===== config.mk =====
export PLATFORM = sky130hd
export DESIGN_NAME = glyph_margin_scan
export DESIGN_NICKNAME = d
export VERILOG_FILES = /design/src/rtl/glyph_scan_pkg.sv /design/src/rtl/lead_zero_cnt.sv /design/src/rtl/glyph_margin_scan.sv
export SDC_FILE = /design/constraint.sdc
export NUM_CORES = 2
export LEC_CHECK = 0
export CORE_AREA = 10 10 597 599
export CTS_CLUSTER_DIAMETER = 100
export DETAILED_ROUTE_END_ITERATION = 10
export DIE_AREA = 0 0 607 609
export HOLD_SLACK_MARGIN = 0.1
export SKIP_LAST_GASP = 1
export SLEW_MARGIN = 20
export SYNTH_ARGS = -nofsm -noshare
export SYNTH_HDL_FRONTEND = slang
export SYNTH_SLANG_ARGS = --single-unit
export TNS_END_PERCENT = 1

===== constraint.sdc =====
create_clock -name clk -period 69.4 [get_ports clk]
set_input_delay 13.88 -clock clk [delete_from_list [all_inputs] [get_ports clk]]
set_output_delay 13.88 -clock clk [all_outputs]
set_load 0.05 [all_outputs]

===== src/rtl/glyph_scan_pkg.sv =====
// rtl/glyph_scan_pkg.sv - shared FSM state encoding and width helpers for glyph_margin_scan
package glyph_scan_pkg;

    typedef enum logic [1:0] {
        ST_IDLE = 2'd0,
        ST_SCAN = 2'd1,
        ST_FIN  = 2'd2
    } scan_state_e;

    function automatic int col_width(input int w);
        return $clog2(w + 1);
    endfunction

    function automatic int row_width(input int h);
        return $clog2(h + 1);
    endfunction

    function automatic int idx_width(input int h);
        return (h > 1) ? $clog2(h) : 1;
    endfunction

endpackage


===== src/rtl/lead_zero_cnt.sv =====
// rtl/lead_zero_cnt.sv - combinational leading-zero count, returns N for an all-zero input
module lead_zero_cnt #(
    parameter int N = 8
) (
    input  logic [N-1:0]             din,
    output logic [$clog2(N+1)-1:0]   count
);

    localparam int CW = $clog2(N + 1);

    // Scanning upward lets the highest set bit win the last assignment.
    always_comb begin
        count = CW'(N);
        for (int i = 0; i < N; i++) begin
            if (din[i]) count = CW'(N - 1 - i);
        end
    end

endmodule


===== src/rtl/glyph_margin_scan.sv =====
// rtl/glyph_margin_scan.sv - measures empty left/right/top/bottom margins of a latched glyph bitmap
module glyph_margin_scan
    import glyph_scan_pkg::*;
#(
    parameter int W   = 24,
    parameter int H   = 64,
    parameter int RPC = 1
) (
    input  logic                      clk,
    input  logic                      rst,
    input  logic                      start,
    input  logic [W*H-1:0]            bitmap,
    output logic                      busy,
    output logic                      done,
    output logic [col_width(W)-1:0]   left,
    output logic [col_width(W)-1:0]   right,
    output logic [row_width(H)-1:0]   top,
    output logic [row_width(H)-1:0]   bottom,
    output logic                      empty
);

    localparam int CW = col_width(W);
    localparam int RW = row_width(H);
    localparam int IW = idx_width(H);

    localparam logic [1:0] IDLE = ST_IDLE;
    localparam logic [1:0] SCAN = ST_SCAN;
    localparam logic [1:0] FIN  = ST_FIN;

    if (H % RPC != 0) begin : g_rpc_check
        $error("glyph_margin_scan: H must be a multiple of RPC");
    end

    logic [1:0]      state_q;
    logic [W*H-1:0]  bm_q;
    logic [W-1:0]    mask_q;
    logic [W-1:0]    mask_rev;
    logic [IW-1:0]   first_row_q;
    logic [IW-1:0]   last_row_q;
    logic            found_q;
    logic [RW-1:0]   ptr_q;

    logic [W-1:0]    grp_mask;
    logic [RPC-1:0]  row_or;
    logic            grp_any;
    logic [IW-1:0]   grp_first;
    logic [IW-1:0]   grp_last;
    logic [CW-1:0]   lz_left;
    logic [CW-1:0]   lz_right;

    // The latched copy shifts up each scan cycle, so the current group is always the top RPC rows.
    always_comb begin
        grp_mask  = '0;
        row_or    = '0;
        grp_first = '0;
        grp_last  = '0;
        for (int r = 0; r < RPC; r++) begin
            row_or[r] = |bm_q[W*H-1 - r*W -: W];
            grp_mask  = grp_mask | bm_q[W*H-1 - r*W -: W];
        end
        for (int r = RPC - 1; r >= 0; r--) begin
            if (row_or[r]) grp_first = IW'(r);
        end
        for (int r = 0; r < RPC; r++) begin
            if (row_or[r]) grp_last = IW'(r);
        end
        grp_any = |row_or;
    end

    always_comb begin
        mask_rev = '0;
        for (int i = 0; i < W; i++) mask_rev[i] = mask_q[W-1-i];
    end

    lead_zero_cnt #(.N(W)) u_lead (
        .din   (mask_q),
        .count (lz_left)
    );

    lead_zero_cnt #(.N(W)) u_trail (
        .din   (mask_rev),
        .count (lz_right)
    );

    always_ff @(posedge clk) begin
        case (state_q)
            IDLE: begin
                if (start) begin
                    bm_q        <= bitmap;
                    mask_q      <= '0;
                    found_q     <= 1'b0;
                    first_row_q <= '0;
                    last_row_q  <= '0;
                    ptr_q       <= '0;
                end
            end
            SCAN: begin
                bm_q   <= bm_q << (RPC * W);
                mask_q <= mask_q | grp_mask;
                ptr_q  <= ptr_q + RW'(RPC);
                if (grp_any) begin
                    if (!found_q) first_row_q <= ptr_q[IW-1:0] + grp_first;
                    found_q    <= 1'b1;
                    last_row_q <= ptr_q[IW-1:0] + grp_last;
                end
            end
            default: ;
        endcase
    end

    always_ff @(posedge clk) begin
        if (rst) begin
            state_q <= IDLE;
            busy    <= 1'b0;
            done    <= 1'b0;
            empty   <= 1'b0;
            left    <= '0;
            right   <= '0;
            top     <= '0;
            bottom  <= '0;
        end else begin
            done <= 1'b0;
            case (state_q)
                IDLE: begin
                    if (start) begin
                        busy    <= 1'b1;
                        state_q <= SCAN;
                    end
                end
                SCAN: begin
                    if (ptr_q == RW'(H - RPC)) state_q <= FIN;
                end
                FIN: begin
                    done    <= 1'b1;
                    busy    <= 1'b0;
                    state_q <= IDLE;
                    empty   <= (mask_q == '0);
                    if (mask_q == '0) begin
                        left   <= CW'(W);
                        right  <= CW'(W);
                        top    <= RW'(H);
                        bottom <= RW'(H);
                    end else begin
                        left   <= lz_left;
                        right  <= lz_right;
                        top    <= RW'(first_row_q);
                        bottom <= RW'(H - 1) - RW'(last_row_q);
                    end
                end
                default: state_q <= IDLE;
            endcase
        end
    end

endmodule


==> flow_metrics.py <==
metrics = {
    "clocking": {
        "cts_buffer_depth": 4,
        "cts_max_level": 4,
        "insertion_delay_ps": 910,
        "postCtsSetupBuffers": 0,
        "clkSinkCount": 1607,
        "clock-root-buffer": "clkbuf_16",
        "cts_resized": 0,
        "hold_buffers": 0,
        "cts_tree": "yes",
        "numCtsBuffers": 189,
        "clk_pin_slew_worst_paths_ps": 70,
    },
    "synth": {
        "synth_area_leaders": "edfxtp_1 70%, nand2_1 25%, clkbuf_1 1.8%, dfxtp_1 0.80%, nor2_1 0.47%",
        "synth-edff-count": 1580,
        "synth.distinct_cells": 44,
        "synth_area_sq_um": 67790,
        "yosys_warnings": 0,
        "postSynthNetCount": 8286,
        "avgSynthCellArea_sq_um": 10.05,
        "synth_top_area_share_pct": 69.99,
        "synthFlopType": "edfxtp_1",
        "seq_area_frac_synth_pct": 70.79,
        "async_reset_ff_share_pct": 0,
        "synth-seq-cells": 1607,
        "syn_inst": 6746,
        "synth_top_area_cell": "edfxtp_1",
    },
    "routing": {
        "dr.pass1.iters": 6,
        "viasPerCell": 3.998,
        "drt-total-wl_mm": 295.6,
        "drc_errors": 0,
        "wl_per_cell_microns": 22.71,
        "drt-initial-drc-count": 5440,
        "postRouteAntennaNets": 0,
        "vias": 52050,
    },
    "final_layout": {
        "fillers": 36490,
        "final_nets": 9750,
        "utilization_pct": 27.40,
        "final_common_cell": "nand2_1",
        "area_growth_syn_to_layout_pct": 39.30,
        "final_cell_mix": "4546 x nand2_1, 1580 x edfxtp_1, 1565 x clkdlybuf4s50_1",
        "drive_above_1_share_pct": 3.962,
    },
    "power_and_ir_drop": {
        "power_density_nw_per_um2": 26.38,
        "pwr-share-comb_pct": 11.6,
        "p_sw_w": 0.0006361,
        "peakVddDrop_uv": 24.92,
        "pwr-share-seq_pct": 49.6,
        "power.share.switching_pct": 25.53,
        "p_leak_nw": 39.27,
        "p_clk_share_pct": 38.8,
        "p_int_w": 0.001855,
    },
    "setup_path": {
        "cpPeakStageDelay_ps": 840,
        "path_max_fanout": 134,
        "arrival_ps": 19710,
        "slowest_stage": "buf_4",
        "critPathKind": "in -> reg",
        "path_cells": "clkdlybuf4s50_1 -> nor2_1 -> or2_2 -> inv_8 -> buf_4 -> buf_12 -> buf_4 -> buf_4 -> buf_4",
        "cp_common_cell": "buf_4",
        "crit_required_ps": 69810,
        "regToRegSetupSlack_ps": 61910,
        "start_kind": "input pin",
        "endpoint_kind": "flop",
    },
    "sta": {
        "fin_tns_setup_ps": 0,
        "fmax_mhz": 51.84,
        "finalCritPeriodShare_pct": 27.80,
        "maxSlewHeadroom_pct": 13.31,
        "rsz0062_at_grt": "false",
        "tightest_slew_ps": 1300,
        "period_needed_ps": 19290,
        "hold_viol": 0,
        "setup_viol": 0,
        "setup_ws_ps": 50110,
        "finClkSkew_ps": 127.8,
        "drv_slew": 0,
    },
    "global_routing": {
        "grt_remaining_overflow": 0,
        "grt_max_degree": 189,
        "grt_pass1_wl_mm": 395.2,
        "antenna_found_initial": 124,
        "grt_pass1_vias": 50370,
        "grt_usage_pct": 15.01,
    },
    "floorplan": {
        "core_area_sq_um": 344600,
        "pin_count": 1566,
        "rows": 216,
        "chipHeight_microns": 609,
        "dieWidth_microns": 607,
        "dieArea_sq_um": 369700,
        "initial_core_util_pct": 19.67,
    },
    "place": {
        "dp_slack_ps": 49350,
        "dp_hpwl_mm": 228.3,
        "io_buffers": 1565,
        "gp_congestion": 0.8979,
    },
    "job": {
        "maxCapViolations": 0,
    },
    "status": {
        "status": "finished clean",
    },
    "worst_hold_path": {
        "hp-class": "reg -> reg",
    },
}
synthesized netlist by cell type (2+ instances only):
master,n
nor4_4,2
nor4_2,4
nand2_1,4546
o221ai_1,2
a21oi_1,21
nor3_1,8
or4_1,2
a2bb2oi_1,8
a32o_1,2
nor2_1,84
edfxtp_1,1580
o211ai_1,2
nor2b_1,4
clkbuf_1,319
xor2_1,2
a221o_1,2
dfxtp_1,27
nand2b_1,3
a211oi_1,2
o31ai_1,6
nand3_1,3
o21a_1,2
a22oi_1,6
buf_1,18
inv_1,9
and3_1,2
buf_4,2
o21ai_0,8
buf_6,2
or3_1,5
and2_1,32
nor4_1,8
buf_2,11
o311ai_0,2
path summary, 6_finish.rpt:
kind,start,to,depth (start not counted)
min,bm_q[845],bm_q[869],2
max,start,bm_q[1011],9
min reg2reg,bm_q[845],bm_q[869],2
max reg2reg,state_q[0],bm_q[1135],11
critical path, delay by kind of cell:
family	cells	cell delay (ps)
and+or+nand+nor	2	400
buffers and inverters	7	4870
per-stage QoR:
step | hold WS (ps) | instance area [sq um] | total power (W) | std cells
after floorplan | 458.6 | 67790 | 0.001445 | 6746
final | 447.5 | 94420 | 0.002491 | 13020
after CTS | 450.5 | 94210 | 0.002521 | 12930
after detailed placement | 444.4 | 88390 | 0.001549 | 12600
after global placement | 443.9 | 88390 | 0.001545 | 12600
after global routing | 480.6 | 94340 | 0.002587 | 12990
cell families (layout without fill, tap and decap cells):
family	Yosys count	in the layout	synth area share (%)
and+or+nand+nor	4707	4707	26.42
DFF	1607	1607	70.79
buffers and inverters	362	1971	2.058
AOI/OAI and AO/OA	66	66	0.6682
xor gates and xnor gates	3	3	0.03877
adders and majority gates	1	1	0.01846
other	0	86	0
flip-flops by register name, indices dropped and copies added (netlist names):
register	flops
bm_q	1536
right	5
last_row_q	6
state_q	2
busy	1
top	7
ptr_q	7
done	1
mask_q	24
first_row_q	6
found_q	1
bottom	6
left	5
cell type report:
cell class	instances	area [sq um]	area share [%]
antenna	86	215.2	0.2279
clock buffer	228	4927	5.218
clock inverter	108	885.9	0.9382
inverter	10	52.55	0.05565
multi-input combinational	4777	18410	19.50
sequential	1607	47990	50.82
tap	4578	5728	6.066
timing repair buffer	1625	16220	17.17
metal layers:
layer | vias up | global-route usage [%] | share of wire [%]
met5 | - | 0 | 0.16
met4 | 74 | 5.937 | 3.6
met3 | 433 | 4.512 | 8.6
met2 | 1925 | 26.88 | 51
met1 | 24710 | 16.55 | 36
li1 | 24910 | - | -
power by group through the flow:
stage / Clock (W) / Sequential (W) / Combinational [W]
floorplan: 0 / 0.00131 / 0.000130
global placement: 0 / 0.00126 / 0.000290
detailed placement: 0 / 0.00126 / 0.000292
CTS: 0.000989 / 0.00124 / 0.000294
global route: 0.00102 / 0.00124 / 0.000319
finish: 0.000967 / 0.00123 / 0.000290
Note: power is estimated with default switching activity, not from simulation.
